--- src/rtl/bp_pkg.sv ---
// rtl/bp_pkg.sv - shared branch-prediction types and width defaults
package bp_pkg;

  localparam int PC_W_DEF  = 32;
  localparam int CNT_W_DEF = 32;

  // One in-flight prediction as it travels from fetch toward execute.
  typedef struct packed {
    logic                valid;
    logic [PC_W_DEF-1:0] pc;
    logic                pred_taken;
    logic [PC_W_DEF-1:0] pred_target;
  } pred_t;

endpackage

--- src/rtl/pred_stage_reg.sv ---
// rtl/pred_stage_reg.sv - one pipeline slot of prediction state with stall and flush
module pred_stage_reg
  import bp_pkg::*;
(
  input  logic  clk,
  input  logic  rst_n,
  input  logic  stall,
  input  logic  flush,
  input  pred_t d,
  output pred_t q
);

  // Flush only kills the slot; the stale payload is harmless once valid is low.
  always_ff @(posedge clk or negedge rst_n) begin
    if (!rst_n) begin
      q <= '0;
    end else if (flush) begin
      q.valid <= 1'b0;
    end else if (!stall) begin
      q <= d;
    end
  end

endmodule

--- src/rtl/branch_resolve.sv ---
// rtl/branch_resolve.sv - resolves EX-stage branches against carried BTB predictions
module branch_resolve
  import bp_pkg::*;
#(
  parameter int PC_W  = PC_W_DEF,
  parameter int CNT_W = CNT_W_DEF
) (
  input  logic             clk,
  input  logic             rst_n,
  input  logic [PC_W-1:0]  PC_IF,
  input  logic             isTakenBr_BTB,
  input  logic [PC_W-1:0]  predictedPC,
  input  logic             stall_ID,
  input  logic             stall_EX,
  input  logic             ex_is_branch,
  input  logic             ex_taken,
  input  logic [PC_W-1:0]  ex_target,
  output logic             mispredict,
  output logic [PC_W-1:0]  redirect_pc,
  output logic             wr_req,
  output logic [PC_W-1:0]  PC_EX,
  output logic [PC_W-1:0]  PC_Branch,
  output logic             isTakenBr_Ex,
  output logic [CNT_W-1:0] branch_cnt,
  output logic [CNT_W-1:0] mispredict_cnt
);

  localparam logic [CNT_W-1:0] CNT_MAX = '1;

  pred_t id_d, id_q, ex_d, ex_q;
  logic  resolve, dir_wrong, tgt_wrong;

  always_comb begin
    id_d             = '0;
    id_d.valid       = 1'b1;
    id_d.pc          = PC_IF;
    id_d.pred_taken  = isTakenBr_BTB;
    id_d.pred_target = predictedPC;
  end

  // A held ID stage must not be duplicated into EX, so EX receives a bubble.
  always_comb begin
    ex_d = '0;
    if (!stall_ID) ex_d = id_q;
  end

  pred_stage_reg u_id_reg (
    .clk   (clk),
    .rst_n (rst_n),
    .stall (stall_ID),
    .flush (mispredict),
    .d     (id_d),
    .q     (id_q)
  );

  pred_stage_reg u_ex_reg (
    .clk   (clk),
    .rst_n (rst_n),
    .stall (stall_EX),
    .flush (mispredict),
    .d     (ex_d),
    .q     (ex_q)
  );

  assign resolve    = ex_q.valid & ex_is_branch & ~stall_EX;
  assign dir_wrong  = ex_q.pred_taken ^ ex_taken;
  assign tgt_wrong  = ex_q.pred_taken & ex_taken & (ex_q.pred_target != ex_target);
  assign mispredict = resolve & (dir_wrong | tgt_wrong);

  always_comb begin
    redirect_pc = '0;
    if (mispredict) redirect_pc = ex_taken ? ex_target : ex_q.pc + PC_W'(4);
  end

  assign wr_req       = resolve;
  assign PC_EX        = resolve ? ex_q.pc : '0;
  assign PC_Branch    = resolve ? ex_target : '0;
  assign isTakenBr_Ex = resolve & ex_taken;

  always_ff @(posedge clk or negedge rst_n) begin
    if (!rst_n) begin
      branch_cnt     <= '0;
      mispredict_cnt <= '0;
    end else begin
      if (resolve && branch_cnt != CNT_MAX) branch_cnt <= branch_cnt + CNT_W'(1);
      if (mispredict && mispredict_cnt != CNT_MAX) mispredict_cnt <= mispredict_cnt + CNT_W'(1);
    end
  end

endmodule

--- config.mk ---
export PLATFORM = sky130hd
export DESIGN_NAME = branch_resolve
export DESIGN_NICKNAME = d
export VERILOG_FILES = /design/src/rtl/bp_pkg.sv /design/src/rtl/pred_stage_reg.sv /design/src/rtl/branch_resolve.sv
export SDC_FILE = /design/constraint.sdc
export NUM_CORES = 1
export LEC_CHECK = 0
export CORE_MARGIN = 10
export CORE_UTILIZATION = 40
export DETAILED_ROUTE_END_ITERATION = 10
export PLACE_DENSITY = 0.68
export SLEW_MARGIN = 20
export SYNTH_ARGS = -nofsm -noshare
export SYNTH_HDL_FRONTEND = slang
export SYNTH_SLANG_ARGS = --single-unit
--- constraint.sdc ---
create_clock -name clk -period 6 [get_ports clk]
set_clock_uncertainty 0.1 [all_clocks]
set_input_delay 1.2 -clock clk [delete_from_list [all_inputs] [get_ports clk]]
set_output_delay 1.2 -clock clk [all_outputs]
set_load 0.02 [all_outputs]
Word-level counts from Yosys, hierarchy flattened
Index checks and enable logic that the tools add are counted.

Output and inout bits: 163. Register bits after elaboration: 196.

Reductions and logical operators: 4. Bitwise logic cells: 11. Eq/ne operators: 5. Mux-type cells: 9. $add $sub $neg: 3.

Operators with widths (count): 66-bit two-way mux (3); 32-bit two-way mux (4); 32-bit by 1-bit adder with 32-bit output (second input constant) (2); 32-bit != test (second input constant) (2); 32-bit by 3-bit adder with 32-bit output (second input constant) (1); 32-bit != test (1); 1-bit AND (6); 2-bit by 1-bit != test with 1-bit output (second input constant) (2); 2-bit AND reduction (2); 1-bit inverter (3); 1-bit logical AND (2); 1-bit two-way mux (2); 1-bit bitwise OR (1); 1-bit XOR (1).

Logic depth before layout (Yosys ltp)
Gate-level depths: netlist of run 1.

Word-level depth: 6. Mapped depth: 10. Gate-level depth less buffers: 8.

By module
From an unflattened synthesis of run 1, not the netlist that was laid out.

Cell total of the unflattened synthesis: 943. Area total of the unflattened synthesis: 10715.3 µm².

By module, submodules not included: pred_stage_reg (area an instance 2707.6 µm², instances 2, cells each 141, seq. area each 1651.6 µm²); branch_resolve (area an instance 5300.1 µm², instances 1, cells each 661, seq. area each 1601.5 µm²).

Worst setup path before layout of run 1
Ideal clock, no wire load.

Path kind: input-to-output. Start: in ex_target[27]. End: out redirect_pc[0]. Path buffers: 2. Data arrival time: 2655 ps. Slack: 2045 ps. Stages on the path: 8. Cells stage by stage: xnor2_1 nand4_1 nor4_1 nand2_1 a31oi_4 clkbuf_1 buf_2 nor2_1.

Word-level cells in the longest chain between the ends: 5.

Ends and longest elaborated chain: from (decl) (RTL line branch_resolve.sv:17) `input logic [PC_W-1:0] ex_target,`; 32-bit != test (RTL line branch_resolve.sv:67) `assign tgt_wrong = ex_q.pred_taken & ex_taken & (ex_q.pred_target != ex_target);`; 1-bit AND (RTL line branch_resolve.sv:67); 1-bit bitwise OR (RTL line branch_resolve.sv:68) `assign mispredict = resolve & (dir_wrong | tgt_wrong);`; 1-bit AND (RTL line branch_resolve.sv:68); 32-bit two-way mux (RTL line branch_resolve.sv:72) `if (mispredict) redirect_pc = ex_taken ? ex_target : ex_q.pc + PC_W'(4);`; to (decl) (RTL line branch_resolve.sv:19) `output logic [PC_W-1:0] redirect_pc,`.

No other way between the ends.

Worst setup path in the final report of run 1
Start: in ex_target[2]. End: out redirect_pc[26].

Same word-level chain as after synthesis.

==> run_results.csv, run 1 <==
group,metric,value,unit
setup_path,worstSetupStartpointType,"input port",
cells_and_area,drive_gt1_share,11.3,%
floorplan,floorplan.rows,58,
floorplan,core,25300,um^2
global_routing,met1_resource_use_gr,23.8,%
global_routing,pin_count_of_the_biggest_net_entering_global_routing,102,
setup_path,worstPathArrival,4.13,ns
timing,worst_pin_slew,0.950,ns
timing,final.period_utilization,90.4,%
clock_tree,holdBufCountCts,0,
logic_synthesis,synth.cell_area,10300,um^2
timing,setup_viol,0,
cells_and_area,postLayoutCellArea,13800,um^2
worst_hold_path,count_of_cells_along_the_worst_hold_path,1,
setup_path,worstPathRequired,4.70,ns
global_routing,groute.layer.met3.usage,5.70,%
timing,maxSlewViolCount,0,
clock_tree,htree_num_levels,4,
timing,max_slew_margin,36.6,%
clock_tree,cts.root.buffer_cell,"sky130_fd_sc_hd__clkbuf_16",
floorplan,floorplan.die_area,32500,um^2
cells_and_area,fin_nets,1277,
logic_synthesis,synth_fp_nets,1027,
floorplan,fp.dieW,180,um
global_routing,grt.overflow.total,0,
global_routing,globalRoute.busiestLayer,"met2",
detailed_routing,drc_errors,0,
placed_design,post-dp-hpwl,22.8,mm
cells_and_area,insertedDiodeCount,0,
timing,grt_setup_unrepaired,"false",
flow_run,drv.max_cap_violation_count,0,
detailed_routing,first_iter_violations,393,
timing,setup_tns,0,ns
clock_tree,post_cts_buffers,0,
detailed_routing,via_count,7689,
power,power_per_cell_area,251,nW/um^2
logic_synthesis,async_flop_share,100,%
global_routing,first_global_vias,7976,
clock_tree,clockBufferDepth,2,
placed_design,dpl-instance-area,13100,um^2
logic_synthesis,synth_seq_cells,196,
logic_synthesis,synthesis.instances,920,
setup_path,reg2reg_depth,10,
floorplan,design.portCount,266,
global_routing,grt_use_met2,30.2,%
cells_and_area,multiInputGateArea,5030,um^2
detailed_routing,first_pass_iters,5,
logic_synthesis,synth_top_cell_by_area,"sky130_fd_sc_hd__dfrtp_1",
detailed_routing,avgViaCountPerCell,5.08,
logic_synthesis,synth.yosys.seq_area_share,47.8,%
setup_path,worst-setup-path-type,"in -> out",
timing,report.final.hold_viol_count,0,
power,leakage,5.71,nW
global_routing,grt_pass1_wl,48.2,mm
cells_and_area,area_growth_from_synthesis_to_layout,34.0,%
placed_design,gp_congestion,0.823,
clock_tree,gates_resized_cts_repair,0,
setup_path,crit_path_end_kind,"output port",
setup_path,critPathMaxFanout,29,
timing,period_minus_slack,5.43,ns
timing,fmax,184,MHz
clock_tree,tritoncts_clock_tree,"built",
global_routing,gr-usage-all-layers,18.5,%
power,ir_drop,0.161,mV
clock_tree,worst_setup_hold_path_clk_slew,0.08,ns
logic_synthesis,ys_types,47,
detailed_routing,postRouteAntennaNets,0,
run_status,outcome,"complete, no violations",
logic_synthesis,ys_warn_count,0,
logic_synthesis,synth_top_area_share,47.8,%
clock_tree,numCtsBuffers,17,
cells_and_area,fillCellCount,2251,
cells_and_area,total_area_of_sequential_cells,4900,um^2
logic_synthesis,main_area_contributors_after_synthesis,"sky130_fd_sc_hd__dfrtp_1, sky130_fd_sc_hd__mux2_2, sky130_fd_sc_hd__xnor2_1",
logic_synthesis,synth-edff-count,0,
logic_synthesis,synth.most_common_cell,"sky130_fd_sc_hd__dfrtp_1",
placed_design,numPortBuffers,265,
detailed_routing,totalWireLength,30.5,mm
floorplan,floorplan.initialDensity,40.7,%
clock_tree,clk-insertion-delay-late,0.44,ns
logic_synthesis,synth_common_cells,"sky130_fd_sc_hd__dfrtp_1, sky130_fd_sc_hd__xnor2_1, sky130_fd_sc_hd__mux2_2",
detailed_routing,detail_route.wl_per_cell,20.2,um
logic_synthesis,postSynth.topFlopCell,"sky130_fd_sc_hd__dfrtp_1",
clock_tree,clock_sink_count,196,
global_routing,grt_antenna_before_repair,0,
logic_synthesis,synth.avg_cell_area,11.2,um^2
worst_hold_path,worst_hold_path_type,"reg -> reg",
floorplan,die_y,180,um
==> placed cells by master, fill, tap and decap left out, drive strengths merged, types with 35 or more instances in the layout <==
cell,Yosys,routed
mux2,129,129
xor2,35,35
nand3,38,38
nand2,36,36
xnor2,85,85
nor2,61,61
and2,73,73
dfrtp,196,196
nor2b,64,64
clkdlybuf4s50,0,262
==> per-layer routing <==
metal | wire [um] | vias to the layer above
li1 | - | 3649
met1 | 14000 | 3839
met2 | 14400 | 189
met3 | 1960 | 12
met4 | 166 | 0
met5 | 0 | -
==> state kept, by name, indices dropped and copies added, names as in the netlist <==
signal / cells
u_ex_reg.q: 66
u_id_reg.q: 66
branch_cnt: 32
mispredict_cnt: 32
==> worst max-delay path, cell delays in order <==
cell	delay, ns
sky130_fd_sc_hd__clkdlybuf4s50_1	0.55
sky130_fd_sc_hd__xnor2_1	0.33
sky130_fd_sc_hd__nand4_1	0.20
sky130_fd_sc_hd__nor4_1	0.30
sky130_fd_sc_hd__nand2_1	0.18
sky130_fd_sc_hd__a31oi_4	0.24
sky130_fd_sc_hd__buf_4	0.35
sky130_fd_sc_hd__a21oi_1	0.09
sky130_fd_sc_hd__o21a_1	0.13
sky130_fd_sc_hd__clkdlybuf4s50_1	0.54
==> cell families after synthesis <==
family / share of synthesized area [%]
flops: 47.8
compound gates: 2.00
simple gates: 20.7
buf+inv: 3.23
xor+xnor: 10.2
fa+ha+maj: 0.488
mux: 15.6
==> power breakdown <==
group	switching (mW)	internal [mW]
clock network	0.588	0.645
registers	0.123	1.46
logic	0.304	0.336
total	1.02	2.44
==> area by class of cell <==
cell class | count | area share, %
multi-input combinational | 669 | 36.6
clock buffer | 17 | 3.09
tap | 330 | 3.00
inverter | 10 | 0.273
clock inverter | 15 | 1.47
sequential | 196 | 35.7
timing repair buffer | 276 | 19.9
==> worst paths after layout <==
| path | end | startpoint | slack (ns) |
|---|---|---|---|
| min in group asynchronous | branch_cnt[10] | rst_n | 0.72 |
| worst max register to register | u_ex_reg.q[1] | u_ex_reg.q[11] | 2.44 |
| worst min-delay path | u_id_reg.q[54] | u_id_reg.q[54] | 0.38 |
| worst min register to register | u_id_reg.q[54] | u_id_reg.q[54] | 0.38 |
| worst max-delay path | redirect_pc[26] | ex_target[2] | 0.57 |
| max in group asynchronous | u_ex_reg.q[47] | rst_n | 3.84 |
==> through the flow <==
step           std cells  util (%)  total power, mW  setup WS [ns]  hold WS, ns
2_1_floorplan        920         -             1.95           2.05        0.338
3_3_place_gp        1481      52.0             2.25          0.470        0.361
3_5_place_dp        1481      52.0             2.26          0.480        0.366
4_1_cts             1513      54.5             3.49          0.474        0.384
5_1_grt             1513      54.5             3.62          0.430        0.397
6_report            1513      54.5             3.46          0.573        0.378
Power figures use the tool's default switching activity.
==> inputs of run 2 (changes only) <==
CAP_MARGIN = 20   (was not set)
==> results of run 2 <==
The final DEF is identical to that of run 1; final timing and power are the same.
